### src/rtl/unidad_control_pkg.sv
// Shared opcode classes and sequencer states for the microcontroller control unit.
package unidad_control_pkg;

    // Opcode classes on opcode[3:0]; any code with bit 3 set is an ALU operation.
    localparam logic [3:0] OPC_ALU  = 4'b1000;
    localparam logic [3:0] OPC_LDI  = 4'b0000;
    localparam logic [3:0] OPC_J    = 4'b0001;
    localparam logic [3:0] OPC_JZ   = 4'b0010;
    localparam logic [3:0] OPC_JNZ  = 4'b0011;
    localparam logic [3:0] OPC_NOP  = 4'b0100;
    localparam logic [3:0] OPC_HALT = 4'b0111;

    typedef enum logic [1:0] {
        ST_BOOT = 2'd0,
        ST_RUN  = 2'd1,
        ST_HALT = 2'd2,
        ST_STEP = 2'd3
    } state_t;

endpackage

### src/rtl/unidad_control_decod.sv
// Purely combinational instruction decode; the caller decides whether it takes effect.
module uc_decod
    import unidad_control_pkg::*;
(
    input  logic [3:0] opcode,
    input  logic       zero,
    output logic       s_inc,
    output logic       s_inm,
    output logic       we3,
    output logic [2:0] op,
    output logic       is_halt,
    output logic       is_illegal
);

    always_comb begin
        s_inc      = 1'b1;
        s_inm      = 1'b0;
        we3        = 1'b0;
        op         = 3'b000;
        is_halt    = 1'b0;
        is_illegal = 1'b0;
        if (opcode[3] == OPC_ALU[3]) begin
            op  = opcode[2:0];
            we3 = 1'b1;
        end else begin
            case (opcode)
                OPC_LDI: begin
                    s_inm = 1'b1;
                    we3   = 1'b1;
                end
                OPC_J:    s_inc = 1'b0;
                OPC_JZ:   s_inc = ~zero;
                OPC_JNZ:  s_inc = zero;
                OPC_NOP:  s_inc = 1'b1;
                OPC_HALT: is_halt = 1'b1;
                // Only 0101 and 0110 remain: executed as NOP but flagged.
                default:  is_illegal = 1'b1;
            endcase
        end
    end

endmodule

### src/rtl/unidad_control.sv
// Control unit: run/halt/step sequencer wrapped around the opcode decode, with
// retired-instruction counter and sticky illegal-opcode flag.
module unidad_control
    import unidad_control_pkg::*;
#(
    parameter int CNT_W = 16
) (
    input  logic             clk,
    input  logic             reset,
    input  logic [5:0]       opcode,
    input  logic             zero,
    input  logic             run,
    input  logic             step,
    input  logic             brk,
    output logic             s_inc,
    output logic             s_inm,
    output logic             we3,
    output logic [2:0]       op,
    output logic             pc_en,
    output logic             halted,
    output logic             illegal,
    output logic [CNT_W-1:0] icount
);

    state_t           state_reg, state_next;
    logic             halted_reg, illegal_reg;
    logic [CNT_W-1:0] icount_reg;
    logic             executing;

    logic       dec_s_inc, dec_s_inm, dec_we3, dec_is_halt, dec_is_illegal;
    logic [2:0] dec_op;

    // opcode[5:4] overlap register/target fields and take no part in decode.
    logic unused_opcode_hi;
    assign unused_opcode_hi = ^opcode[5:4];

    uc_decod u_decod (
        .opcode     (opcode[3:0]),
        .zero       (zero),
        .s_inc      (dec_s_inc),
        .s_inm      (dec_s_inm),
        .we3        (dec_we3),
        .op         (dec_op),
        .is_halt    (dec_is_halt),
        .is_illegal (dec_is_illegal)
    );

    always_ff @(posedge clk or posedge reset) begin
        if (reset) begin
            state_reg   <= ST_BOOT;
            halted_reg  <= 1'b0;
            illegal_reg <= 1'b0;
            icount_reg  <= '0;
        end else begin
            state_reg  <= state_next;
            halted_reg <= (state_next == ST_HALT);
            if (executing && dec_is_illegal)
                illegal_reg <= 1'b1;
            if (executing)
                icount_reg <= icount_reg + CNT_W'(1);
        end
    end

    always_comb begin
        state_next = state_reg;
        executing  = 1'b0;
        case (state_reg)
            ST_BOOT: state_next = ST_RUN;
            ST_RUN: begin
                executing = 1'b1;
                // A HALT opcode still retires so resuming continues after it.
                if (dec_is_halt || brk)
                    state_next = ST_HALT;
            end
            ST_HALT: begin
                if (run)
                    state_next = ST_RUN;
                else if (step)
                    state_next = ST_STEP;
            end
            ST_STEP: begin
                executing  = 1'b1;
                state_next = ST_HALT;
            end
            default: state_next = ST_BOOT;
        endcase

        pc_en = executing;
        we3   = executing & dec_we3;
        s_inm = executing & dec_s_inm;
        s_inc = executing ? dec_s_inc : 1'b1;
        op    = executing ? dec_op : 3'b000;
    end

    assign halted  = halted_reg;
    assign illegal = illegal_reg;
    assign icount  = icount_reg;

endmodule

### config.mk
export PLATFORM = sky130hd
export DESIGN_NAME = unidad_control
export DESIGN_NICKNAME = d
export VERILOG_FILES = /design/src/rtl/unidad_control_pkg.sv /design/src/rtl/unidad_control_decod.sv /design/src/rtl/unidad_control.sv
export SDC_FILE = /design/constraint.sdc
export NUM_CORES = 1
export LEC_CHECK = 0
export CAP_MARGIN = 10
export CORE_AREA = 2 2 50 52
export CTS_CLUSTER_DIAMETER = 40
export CTS_CLUSTER_SIZE = 14
export DETAILED_ROUTE_END_ITERATION = 6
export DIE_AREA = 0 0 52 54
export PLACE_DENSITY = 0.76
export SETUP_SLACK_MARGIN = 0.4
export SYNTH_ARGS = -nofsm -noshare
export SYNTH_HDL_FRONTEND = slang
export SYNTH_SLANG_ARGS = --single-unit
### constraint.sdc
create_clock -name clk -period 2.35 [get_ports clk]
set_clock_uncertainty 0.15 [all_clocks]
set_input_delay 0.47 -clock clk [delete_from_list [all_inputs] [get_ports clk]]
set_output_delay 0.47 -clock clk [all_outputs]
set_load 0.02 [all_outputs]
==> results.md <==
* Crit Path Class: in -> out
* Startpoint types: primary input
* #FFs+latches synth at 20
* Final Cycle Share at 82.9%
* Synthesized instance count at 82
* Core Region at 2320 um2
* Netlist cell types at 25
* Vias/cell at 4.76
* Num rows at 18
* 1st-iter DRT viols at 3
* Post-detailed-route count of antenna-violating nets at 0
* Critical Path, Cell by Cell: dlygate4sd2_1 -> nand2_1 -> xor2_1 -> or3_4 -> buf_6
* Area taken by flip-flops and latches at 500 um2
* Hold_ws at 322 ps
* I/O pin count at 37
* Vias at 742
* Final Hold Fails at 0
* Fraction of layout cells with a size suffix above 1 at 23.0%
* Final Core Density at 59.7%
* Crit Path Max Fanout at 1
* Total congestion overflow at 0
* Diodes inserted at 0
* Post-Route Setup TNS at 0 ps
* Antenna violations before repair at 0
* GP Congestion at 0.697
* Die height at 54 um
* Later-pin clock latency in the skew report at 290 ps
* Worst path required time at 1730 ps
* Register area share after synthesis at 54.6%
* Synthesized area per cell at 11.2 um2
* Final setup viols at 0
* Top_reg_cell synth: dfrtp_1
* Crit path buffers/inverters at 2
* Syn nets at 95
* Outcome: completed
* Nets@finish at 140
* Yosys warning total at 0
* Count of input and output buffers at 34
* Worst-Margin Slew at 271 ps
* EDFF count, synth at 0
* Largest cells by area after synthesis: dfrtp_1 (55%), xor2_1 (11%), xnor2_1 (5.7%), nand2_1 (4.5%), and3_1 (2.7%)
* Post-route DRC at 0
* Period minus WS final at 1950 ps
* CTS buffer count at 3
* First drt pass iteration count at 3
* Post-CTS Hold Fix Bufs at 0
* Total Wirelength at 1900 um
* Setup WS post-layout at 403 ps
* Die area at 2810 um2
* Pwr dens at 904 nW/um2
* Fin. max-slew vios at 0
* Drt wl/cell at 12.2 um
* Fraction of registers with async set/reset at 100%
* Initial Util at 39.5%
* Worst rel slew slack at 81.8%
* Worst EP arrival at 1330 ps
* GRT Total Usage at 15.2%
* CTS tree: built
* Dpl hpwl at 1450 um
* Leakage at 0.000766 uW
* Sinks on Clock Net at 20
* Clock-pin slew on the worst setup and hold paths at 110 ps
* CTS Root Cell: clkbuf_4
* Chip width at 52 um
* H-tree Lvls at 1
* Vias in the first global route at 742
* Delay-heaviest family, CP: simple AND/OR/NAND/NOR gates
* P&R area growth vs syn at 51.1%
* Hold Path Class: reg -> reg
* Max Freq at 514 MHz
* Yosys top cell area share at 54.6%
* RSZ-0062 raised after global routing: true
* Synth area leader: dfrtp_1
* Fill cell count at 219
* First-pass GRT wire length at 3110 um
* Endpoint class of the critical path: output port
* Max reg flops at 16
* Maximum vdd drop at 0.907 mV
* Overall Power at 1250 uW
* Worst path slowest cell: or3_4
* Post-Synthesis Cell Area at 916 um2
* Max stage delay on crit path at 330 ps
* Max-Cap Viols at 0
* Multi-input gate area at 434 um2
* Clock Tree Buf Depth at 2
* Largest net degree at the start of global routing at 21
* Pre-CTS setup slack at -277 ps
metrics by stage:
stage | instance area (um2) | std cells
floorplan | 931 | 82
global placement | 1350 | 150
detailed placement | 1350 | 150
CTS | 1370 | 154
global route | 1380 | 156
finish | 1380 | 156
cells by family (layout without fill, tap and decap cells):
group | Yosys count | after routing | share of synthesized area, %
flops | 20 | 20 | 54.6
simple gates | 35 | 35 | 21.9
compound gates | 4 | 4 | 3.00
xor+xnor | 17 | 17 | 16.3
buf+inv | 4 | 48 | 1.64
mux | 1 | 1 | 1.23
fa+ha+maj | 1 | 1 | 1.37
report_power, final:
| part | switching (uW) | internal, uW | total, uW | leakage, uW |
|---|---|---|---|---|
| clock network | 102 | 94.4 | 196 | 0.0000210 |
| logic | 275 | 254 | 529 | 0.000490 |
| registers | 90.4 | 435 | 525 | 0.000255 |
| total | 467 | 783 | 1250 | 0.000766 |
routing by layer:
| metal | up-vias | share of wire [%] | global-route usage [%] |
|---|---|---|---|
| met2 | 28 | 50 | 25.9 |
| met3 | 2 | 7.1 | 3.33 |
| met1 | 345 | 42 | 17.9 |
| li1 | 367 | - | - |
| met4 | 0 | 0.58 | 7.89 |
| met5 | - | 0 | 0 |
Yosys cell counts, drive strengths merged, types with 2 or more instances:
master / number
clkbuf: 2
and3: 4
nand3: 2
nand4: 2
or3: 2
xnor2: 6
a21o: 2
nor4: 2
nand2: 11
dfrtp: 20
nand2b: 2
nor3: 3
inv: 2
nor2: 5
xor2: 11
timing repair:
action / in CTS / in global routing
endpoints found under the hold margin: 0 / 0
resized for setup: 49 / 11
pin swaps: 3 / 3
cloned: 0 / 0
setup buffers: 0 / 2
endpoints found under the setup margin: 20 / 9
worst paths after layout:
| check | startpoint | end | slack (ps) | depth (start not counted) |
|---|---|---|---|---|
| worst max-delay path | zero | s_inc | 400 | 5 |
| worst min-delay path | icount[15] | icount[15] | 320 | 1 |
| worst max register to register | state_reg[0] | icount[14] | 490 | 6 |
| worst min register to register | icount[15] | icount[15] | 320 | 1 |
| max in group asynchronous | reset | icount[14] | 1510 | 3 |
| min in group asynchronous | reset | illegal | 340 | 3 |
final cells by class:
type | instances | share of cell area (%)
Clock buffer | 4 | 2.62
Multi-Input combinational cell | 58 | 31.4
Inverter | 2 | 0.542
Sequential cell | 20 | 36.2
Timing Repair Buffer | 42 | 26.6
Tap cell | 30 | 2.71
placed cells by master, fill, tap and decap left out, drive strengths merged:
master         count
clkbuf             6
nor4               2
o31ai              1
mux2               1
clkdlybuf4s50      6
inv                2
nand2b             2
and4b              1
buf               14
clkdlybuf4s15      1
nand2             11
dlymetal6s2s       3
dlygate4sd2       16
dfrtp             20
and4               1
ha                 1
xor2              11
o21ai              1
nor2               5
nand3              2
nand4              2
and3               4
or3                2
a21o               2
xnor2              6
nor3               3
worst register-to-register path, cell delays in order, from the launching register on:
cell	delay [ps]
dfrtp_1	430
buf_6	160
buf_4	120
nand4_2	140
or3_4	450
nor3_2	200
xor2_1	150
No activity file was read; power rests on OpenSTA's default activity.
